File: src/rtl/ex_ctrl_if.sv
`default_nettype none
// ============================================================================
// Module      : ex_ctrl_if
// Description : Bundle of WB-stage exception flags, CP0 state, trap outputs
//               to CP0 and the redirect valid/ready handshake to fetch.
//   master : the pipeline/CP0/fetch side (drives wb_*, c0_*, redirect_ready)
//   slave  : ex_ctrl (drives ex_*, eret_flush, wb_commit, flush, redirect_*)
// Revision    : 1.0 - initial release
// ============================================================================
interface ex_ctrl_if #(
  parameter int EXC_W = 5
);
  // WB-stage instruction
  logic             wb_valid;
  logic [31:0]      wb_pc;
  logic             wb_bd;
  logic             wb_adel_if;
  logic             wb_ri;
  logic             wb_sys;
  logic             wb_bp;
  logic             wb_ov;
  logic             wb_adel_mem;
  logic             wb_ades;
  logic [31:0]      wb_mem_addr;
  logic             wb_eret;
  // CP0 state
  logic [31:0]      c0_status;
  logic [31:0]      c0_cause;
  logic [31:0]      c0_epc;
  // Trap report to CP0
  logic             ex_valid;
  logic [EXC_W-1:0] ex_excode;
  logic [31:0]      ex_badvaddr;
  logic             ex_bd;
  logic [31:0]      ex_pc;
  logic             eret_flush;
  // Pipeline control and fetch redirect
  logic             wb_commit;
  logic             flush;
  logic             redirect_valid;
  logic [31:0]      redirect_pc;
  logic             redirect_ready;

  modport master (
    output wb_valid, wb_pc, wb_bd, wb_adel_if, wb_ri, wb_sys, wb_bp, wb_ov,
           wb_adel_mem, wb_ades, wb_mem_addr, wb_eret,
           c0_status, c0_cause, c0_epc, redirect_ready,
    input  ex_valid, ex_excode, ex_badvaddr, ex_bd, ex_pc, eret_flush,
           wb_commit, flush, redirect_valid, redirect_pc
  );

  modport slave (
    input  wb_valid, wb_pc, wb_bd, wb_adel_if, wb_ri, wb_sys, wb_bp, wb_ov,
           wb_adel_mem, wb_ades, wb_mem_addr, wb_eret,
           c0_status, c0_cause, c0_epc, redirect_ready,
    output ex_valid, ex_excode, ex_badvaddr, ex_bd, ex_pc, eret_flush,
           wb_commit, flush, redirect_valid, redirect_pc
  );
endinterface
`default_nettype wire

File: src/rtl/ex_ctrl.sv
`default_nettype none
// ============================================================================
// Module      : ex_ctrl
// Description : Exception/interrupt commit controller at the WB end of the
//               MIPS pipeline. Decides commit / trap / eret for the WB
//               instruction, reports traps to CP0, flushes the pipeline and
//               hands a redirect PC to fetch over a valid/ready handshake.
// Ports       : clk  - clock
//               rst  - asynchronous active-high reset
//               bus  - ex_ctrl_if.slave (WB flags, CP0 state, trap outputs,
//                      flush/commit, redirect handshake)
// Revision    : 1.0 - initial release
// ============================================================================
module ex_ctrl #(
  parameter logic [31:0] EX_ENTRY = 32'hbfc00380,
  parameter int          EXC_W    = 5
) (
  input  logic        clk,
  input  logic        rst,
  ex_ctrl_if.slave    bus
);

  localparam logic [EXC_W-1:0] EXC_INT  = EXC_W'(5'h00);
  localparam logic [EXC_W-1:0] EXC_ADEL = EXC_W'(5'h04);
  localparam logic [EXC_W-1:0] EXC_ADES = EXC_W'(5'h05);
  localparam logic [EXC_W-1:0] EXC_SYS  = EXC_W'(5'h08);
  localparam logic [EXC_W-1:0] EXC_BP   = EXC_W'(5'h09);
  localparam logic [EXC_W-1:0] EXC_RI   = EXC_W'(5'h0a);
  localparam logic [EXC_W-1:0] EXC_OV   = EXC_W'(5'h0c);

  typedef enum logic [0:0] {
    S_IDLE     = 1'b0,
    S_REDIRECT = 1'b1
  } state_e;

  state_e      state_q, state_d;
  logic        int_pending_q, int_pending_d;
  logic [31:0] redirect_pc_q, redirect_pc_d;

  logic             any_flag;
  logic             in_idle;
  logic             trap;
  logic             eret_ok;
  logic             normal_ok;
  logic             in_redir;
  logic [EXC_W-1:0] trap_code;
  logic [31:0]      trap_bad;

  // Only IE, EXL, IM and IP are architecturally relevant here.
  logic unused_cp0;
  assign unused_cp0 = ^{bus.c0_status[31:16], bus.c0_status[7:2],
                        bus.c0_cause[31:16], bus.c0_cause[7:0]};

  assign int_pending_d = bus.c0_status[0] & ~bus.c0_status[1] &
                         (|(bus.c0_status[15:8] & bus.c0_cause[15:8]));

  assign any_flag = bus.wb_adel_if | bus.wb_ri | bus.wb_sys | bus.wb_bp |
                    bus.wb_ov | bus.wb_adel_mem | bus.wb_ades;

  // Every decision is gated by ~rst so that all outputs read 0 for the whole
  // reset assertion, not just after the flops have cleared.
  assign in_idle   = ~rst & (state_q == S_IDLE);
  assign in_redir  = ~rst & (state_q == S_REDIRECT);
  assign trap      = in_idle & bus.wb_valid & (int_pending_q | any_flag);
  assign eret_ok   = in_idle & bus.wb_valid & bus.wb_eret & ~trap;
  assign normal_ok = in_idle & bus.wb_valid & ~trap & ~bus.wb_eret;

  // Trap cause priority: interrupt first, then fetch-side faults before
  // execute-side and memory-side faults (program order within the insn).
  always_comb begin
    trap_code = EXC_INT;
    trap_bad  = 32'h0;
    if (int_pending_q) begin
      trap_code = EXC_INT;
    end else if (bus.wb_adel_if) begin
      trap_code = EXC_ADEL;
      trap_bad  = bus.wb_pc;
    end else if (bus.wb_ri) begin
      trap_code = EXC_RI;
    end else if (bus.wb_sys) begin
      trap_code = EXC_SYS;
    end else if (bus.wb_bp) begin
      trap_code = EXC_BP;
    end else if (bus.wb_ov) begin
      trap_code = EXC_OV;
    end else if (bus.wb_adel_mem) begin
      trap_code = EXC_ADEL;
      trap_bad  = bus.wb_mem_addr;
    end else if (bus.wb_ades) begin
      trap_code = EXC_ADES;
      trap_bad  = bus.wb_mem_addr;
    end
  end

  // Next state: one trap/eret is accepted, then WB is ignored until fetch
  // has taken the redirect target.
  always_comb begin
    state_d       = state_q;
    redirect_pc_d = redirect_pc_q;
    case (state_q)
      S_IDLE: begin
        if (trap) begin
          state_d       = S_REDIRECT;
          redirect_pc_d = EX_ENTRY;
        end else if (eret_ok) begin
          state_d       = S_REDIRECT;
          redirect_pc_d = bus.c0_epc;  // pre-update EPC
        end
      end
      S_REDIRECT: begin
        if (bus.redirect_ready) begin
          state_d = S_IDLE;
        end
      end
      default: state_d = S_IDLE;
    endcase
  end

  always_ff @(posedge clk or posedge rst) begin
    if (rst) begin
      state_q       <= S_IDLE;
      int_pending_q <= 1'b0;
      redirect_pc_q <= 32'h0;
    end else begin
      state_q       <= state_d;
      int_pending_q <= int_pending_d;
      redirect_pc_q <= redirect_pc_d;
    end
  end

  assign bus.ex_valid       = trap;
  assign bus.ex_excode      = trap ? trap_code : '0;
  assign bus.ex_badvaddr    = trap ? trap_bad : 32'h0;
  assign bus.ex_bd          = trap & bus.wb_bd;
  assign bus.ex_pc          = trap ? bus.wb_pc : 32'h0;
  assign bus.eret_flush     = eret_ok;
  assign bus.wb_commit      = eret_ok | normal_ok;
  assign bus.flush          = trap | eret_ok | in_redir;
  assign bus.redirect_valid = in_redir;
  assign bus.redirect_pc    = rst ? 32'h0 : redirect_pc_q;

endmodule
`default_nettype wire

File: src/flat_wrapper.sv
// flat-port wrapper written by rule: the top's interface ports become plain ports
module ex_ctrl_flat 
#(
  parameter logic [31:0] EX_ENTRY = 32'hbfc00380,
  parameter int          EXC_W    = 5
)
  (clk, rst, bus_wb_valid, bus_wb_pc, bus_wb_bd, bus_wb_adel_if, bus_wb_ri, bus_wb_sys, bus_wb_bp, bus_wb_ov, bus_wb_adel_mem, bus_wb_ades, bus_wb_mem_addr, bus_wb_eret, bus_c0_status, bus_c0_cause, bus_c0_epc, bus_redirect_ready, bus_ex_valid, bus_ex_excode, bus_ex_badvaddr, bus_ex_bd, bus_ex_pc, bus_eret_flush, bus_wb_commit, bus_flush, bus_redirect_valid, bus_redirect_pc);
  ex_ctrl_if #(.EXC_W(EXC_W)) bus_i ();
  input  logic clk;
  input  logic rst;
  input wire logic [$bits(bus_i.wb_valid)-1:0] bus_wb_valid;
  input wire logic [$bits(bus_i.wb_pc)-1:0] bus_wb_pc;
  input wire logic [$bits(bus_i.wb_bd)-1:0] bus_wb_bd;
  input wire logic [$bits(bus_i.wb_adel_if)-1:0] bus_wb_adel_if;
  input wire logic [$bits(bus_i.wb_ri)-1:0] bus_wb_ri;
  input wire logic [$bits(bus_i.wb_sys)-1:0] bus_wb_sys;
  input wire logic [$bits(bus_i.wb_bp)-1:0] bus_wb_bp;
  input wire logic [$bits(bus_i.wb_ov)-1:0] bus_wb_ov;
  input wire logic [$bits(bus_i.wb_adel_mem)-1:0] bus_wb_adel_mem;
  input wire logic [$bits(bus_i.wb_ades)-1:0] bus_wb_ades;
  input wire logic [$bits(bus_i.wb_mem_addr)-1:0] bus_wb_mem_addr;
  input wire logic [$bits(bus_i.wb_eret)-1:0] bus_wb_eret;
  input wire logic [$bits(bus_i.c0_status)-1:0] bus_c0_status;
  input wire logic [$bits(bus_i.c0_cause)-1:0] bus_c0_cause;
  input wire logic [$bits(bus_i.c0_epc)-1:0] bus_c0_epc;
  input wire logic [$bits(bus_i.redirect_ready)-1:0] bus_redirect_ready;
  output wire logic [$bits(bus_i.ex_valid)-1:0] bus_ex_valid;
  output wire logic [$bits(bus_i.ex_excode)-1:0] bus_ex_excode;
  output wire logic [$bits(bus_i.ex_badvaddr)-1:0] bus_ex_badvaddr;
  output wire logic [$bits(bus_i.ex_bd)-1:0] bus_ex_bd;
  output wire logic [$bits(bus_i.ex_pc)-1:0] bus_ex_pc;
  output wire logic [$bits(bus_i.eret_flush)-1:0] bus_eret_flush;
  output wire logic [$bits(bus_i.wb_commit)-1:0] bus_wb_commit;
  output wire logic [$bits(bus_i.flush)-1:0] bus_flush;
  output wire logic [$bits(bus_i.redirect_valid)-1:0] bus_redirect_valid;
  output wire logic [$bits(bus_i.redirect_pc)-1:0] bus_redirect_pc;
  assign bus_i.wb_valid = bus_wb_valid;
  assign bus_i.wb_pc = bus_wb_pc;
  assign bus_i.wb_bd = bus_wb_bd;
  assign bus_i.wb_adel_if = bus_wb_adel_if;
  assign bus_i.wb_ri = bus_wb_ri;
  assign bus_i.wb_sys = bus_wb_sys;
  assign bus_i.wb_bp = bus_wb_bp;
  assign bus_i.wb_ov = bus_wb_ov;
  assign bus_i.wb_adel_mem = bus_wb_adel_mem;
  assign bus_i.wb_ades = bus_wb_ades;
  assign bus_i.wb_mem_addr = bus_wb_mem_addr;
  assign bus_i.wb_eret = bus_wb_eret;
  assign bus_i.c0_status = bus_c0_status;
  assign bus_i.c0_cause = bus_c0_cause;
  assign bus_i.c0_epc = bus_c0_epc;
  assign bus_i.redirect_ready = bus_redirect_ready;
  assign bus_ex_valid = bus_i.ex_valid;
  assign bus_ex_excode = bus_i.ex_excode;
  assign bus_ex_badvaddr = bus_i.ex_badvaddr;
  assign bus_ex_bd = bus_i.ex_bd;
  assign bus_ex_pc = bus_i.ex_pc;
  assign bus_eret_flush = bus_i.eret_flush;
  assign bus_wb_commit = bus_i.wb_commit;
  assign bus_flush = bus_i.flush;
  assign bus_redirect_valid = bus_i.redirect_valid;
  assign bus_redirect_pc = bus_i.redirect_pc;
  ex_ctrl #(.EX_ENTRY(EX_ENTRY), .EXC_W(EXC_W)) u_core (.clk(clk), .rst(rst), .bus(bus_i));
endmodule
File: config.mk
export PLATFORM = sky130hd
export DESIGN_NAME = ex_ctrl_flat
export DESIGN_NICKNAME = d
export VERILOG_FILES = /design/src/rtl/ex_ctrl_if.sv /design/src/rtl/ex_ctrl.sv /design/src/flat_wrapper.sv
export SDC_FILE = /design/constraint.sdc
export NUM_CORES = 1
export LEC_CHECK = 0
export ABC_CLOCK_PERIOD_IN_PS = 3680
export CAP_MARGIN = 20
export CORE_AREA = 2 2 108 110
export CTS_CLUSTER_SIZE = 8
export DETAILED_ROUTE_END_ITERATION = 10
export DIE_AREA = 0 0 110 112
export GPL_ROUTABILITY_DRIVEN = 0
export PLACE_DENSITY_LB_ADDON = 0.2
export SYNTH_ARGS = -nofsm -noshare
export SYNTH_HDL_FRONTEND = slang
export SYNTH_SLANG_ARGS = --single-unit
File: constraint.sdc
create_clock -name clk -period 3.68 [get_ports clk]
set_clock_uncertainty 0.15 [all_clocks]
set_input_delay 0.368 -clock clk [delete_from_list [all_inputs] [get_ports clk]]
set_output_delay 0.368 -clock clk [all_outputs]
set_load 0.005 [all_outputs]
==> reports/results.txt <==
max-cap violation count = 0
RSZ-0062 raised after global routing = no
Max Fclk = 322.3 MHz
Hold Violations, Final = 0
post-synth top area share = 0.3617
Port Buffer Count = 232
Post-Syn Nets = 432
met2 usage = 0.3031
H-tree Lvls = 2
pin slew with the least headroom to its limit = 0.7412 ns
Hold Path Class = reg2reg
Ys Warns = 0
row count = 39
Final Max Tran Viols = 0
first-pass GRT wire length = 16,500 um
worst reg2reg path depth = 3
most numerous cell in the Yosys netlist = nor2_1
core area = 11,170 um2
Leakage = 1.836 nW
CP max FO = 32
TritonCTS clock tree = done
Seq/Total Area, Yosys = 0.3617
vias = 2,939
reg2reg setup slack = 1.84 ns
I/O pin count = 280
largest net degree at the start of global routing = 36
clk root buf = clkbuf_16
Post-CTS Setup Inserts = 0
M3 GR Usage = 0.08138
Yosys cell types = 35
mapped cell area = 2352 um2
Area Overhead vs Synth = 112.3%
filler-free cell count of the finished design = 625
top cells by area, synth = dfrtp_1 (36%), a32oi_1 (12%), and2_1 (8.8%)
HP Start = u_core.redirect_pc_q[7]$_DFFE_PP0P_
TritonCTS sink count = 34
share of cells above drive strength 1 = 0.05405
met1 usage = 0.1878
Final setup viols = 0
DRC Markers = 0
final hold slack = 0.3302 ns
Post-synth EDFFs = 0
period utilization = 0.8430
Setup Crit Path Kind = in2out
PostCTS Resize Cnt = 0
die area = 12,320 um2
placed insts = 616
Die Y = 112 um
Critical Path Sink Type = output pin
worst reg2reg endpoint = u_core.redirect_pc_q[9]$_DFFE_PP0P_
DRT Wirelength = 11,080 um
vias in the first global route = 3,075
Inserted Clock Buffers = 5
Initial Util = 0.2105
initial antenna violation count = 3
vias per inst = 4.702
Wirelength per Cell = 17.72 um
ys async rst share = 1.000
detailed router's first-iteration violation count = 133
DP Wirelength = 8577 um
cts hold-fix bufs = 0
Slew HR = 0.5058
Nets = 653
Min-Delay Path Depth = 1
r2r startpoint = u_core.int_pending_q$_DFF_PP0_
status = complete, no violations
Worst Path Arrival = 2.58 ns
startpoint types = input port
grt ovf = 0
busiest grt layer = met2
Final Util = 0.4470
total track usage = 0.1725
Critical Path RT = 3.16 ns
Syn Area/Cell = 9.082 um2
Post-Synthesis Cells = 259
post-route ant nets = 0
die width = 110 um
Setup TNS Final = 0 ns
biggest area consumer among synthesized cells = dfrtp_1
clock slew at reported path FFs = 0.05 ns
pwr dens = 252.6 nW/um2
min Tclk post-route = 3.102 ns
hold endpoint = u_core.redirect_pc_q[7]$_DFFE_PP0P_
Yosys reg bits = 34
peak supply drop = 160.2 uV
# fillers = 1,117
CTS max path bufs = 2
commonest register cell after synthesis = dfrtp_1
Post-synth top cells = nor2_1 (37), dfrtp_1 (34), and2_1 (33)
Worst-Skew Late Latency = 0.27 ns
DRT Pass-1 Iters = 4
==> area by class of cell <==
type                    count  area, um2  share of cell area
flip-flops and latches     34      850.8              0.1703
inverters                   4      15.01            0.003006
clock inverters             3      68.82             0.01378
well taps                 143      178.9             0.03582
repair buffers            241       2402              0.4810
diodes                      1      2.502           0.0005010
clock buffers               5      125.1             0.02505
multi-input cells         194       1351              0.2705
==> worst max-delay path by stage <==
stage                    from  depth (start not counted)             endpoint  slack [ns]
finish              bus_wb_ri                          6  bus_ex_badvaddr[12]        0.58
global route        bus_wb_ri                          6   bus_ex_badvaddr[7]        0.46
CTS                 bus_wb_ri                          6   bus_ex_badvaddr[9]        0.56
detailed placement  bus_wb_ri                          6   bus_ex_badvaddr[9]        0.57
global placement    bus_wb_ri                          6   bus_ex_badvaddr[9]        0.60
floorplan                 rst                          5  bus_ex_badvaddr[10]        1.59
==> power breakdown <==
| group | internal, mW | switching (mW) | total (mW) |
|---|---|---|---|
| clock network | 0.389 | 0.156 | 0.545 |
| logic | 0.213 | 0.125 | 0.337 |
| registers | 0.377 | 0.00238 | 0.379 |
| total | 0.978 | 0.283 | 1.26 |
==> through the flow <==
step | cell area, um2 | setup WS (ns) | power, mW
after global routing | 4995 | 0.4617 | 1.319
after floorplan | 2352 | 1.594 | 0.4844
after global placement | 4798 | 0.6019 | 0.7225
final | 4995 | 0.5777 | 1.262
after detailed placement | 4798 | 0.5698 | 0.7238
after CTS | 4992 | 0.5592 | 1.280
==> critical path, cell delays in order <==
cell	delay, ns
clkdlybuf4s50_1	0.52
nor4_4	0.42
buf_4	0.41
a32oi_1	0.18
nor2_1	0.12
clkdlybuf4s50_1	0.53
==> placed cells by master, fill, tap and decap left out, drive strengths merged, types with 2 or more instances in the layout <==
master and count:
clkdlybuf4s50 232, nor2 37, dfrtp 34, and2 33
a32oi 32, nor2b 32, a22o 21, o22a 12
buf 9, clkbuf 5, inv 4, a21oi 3
or4 2, nor3 2, and3 2, a22oi 2
o21ai 2, bufinv 2, nor4 2
==> sequential cells by signal, summed over array words and instances, names as in the netlist <==
| signal | flops |
|---|---|
| u_core.int_pending_q | 1 |
| u_core.redirect_pc_q | 32 |
| u_core.state_q | 1 |
==> cell families after synthesis <==
family / Yosys count / share of synthesized area
AND/OR/NAND/NOR: 115 / 0.2840
AO/OA/AOI/OAI: 78 / 0.2888
flip-flops: 34 / 0.3617
buffers and inverters: 31 / 0.06382
other: 1 / 0.001594
==> metal layers <==
metal  up-vias  wire length [um]
li1       1398                 -
met1      1368              4045
met2       155              5501
met3        14              1368
met4         4               131
met5         -                27
No activity file was read; power rests on OpenSTA's default activity.
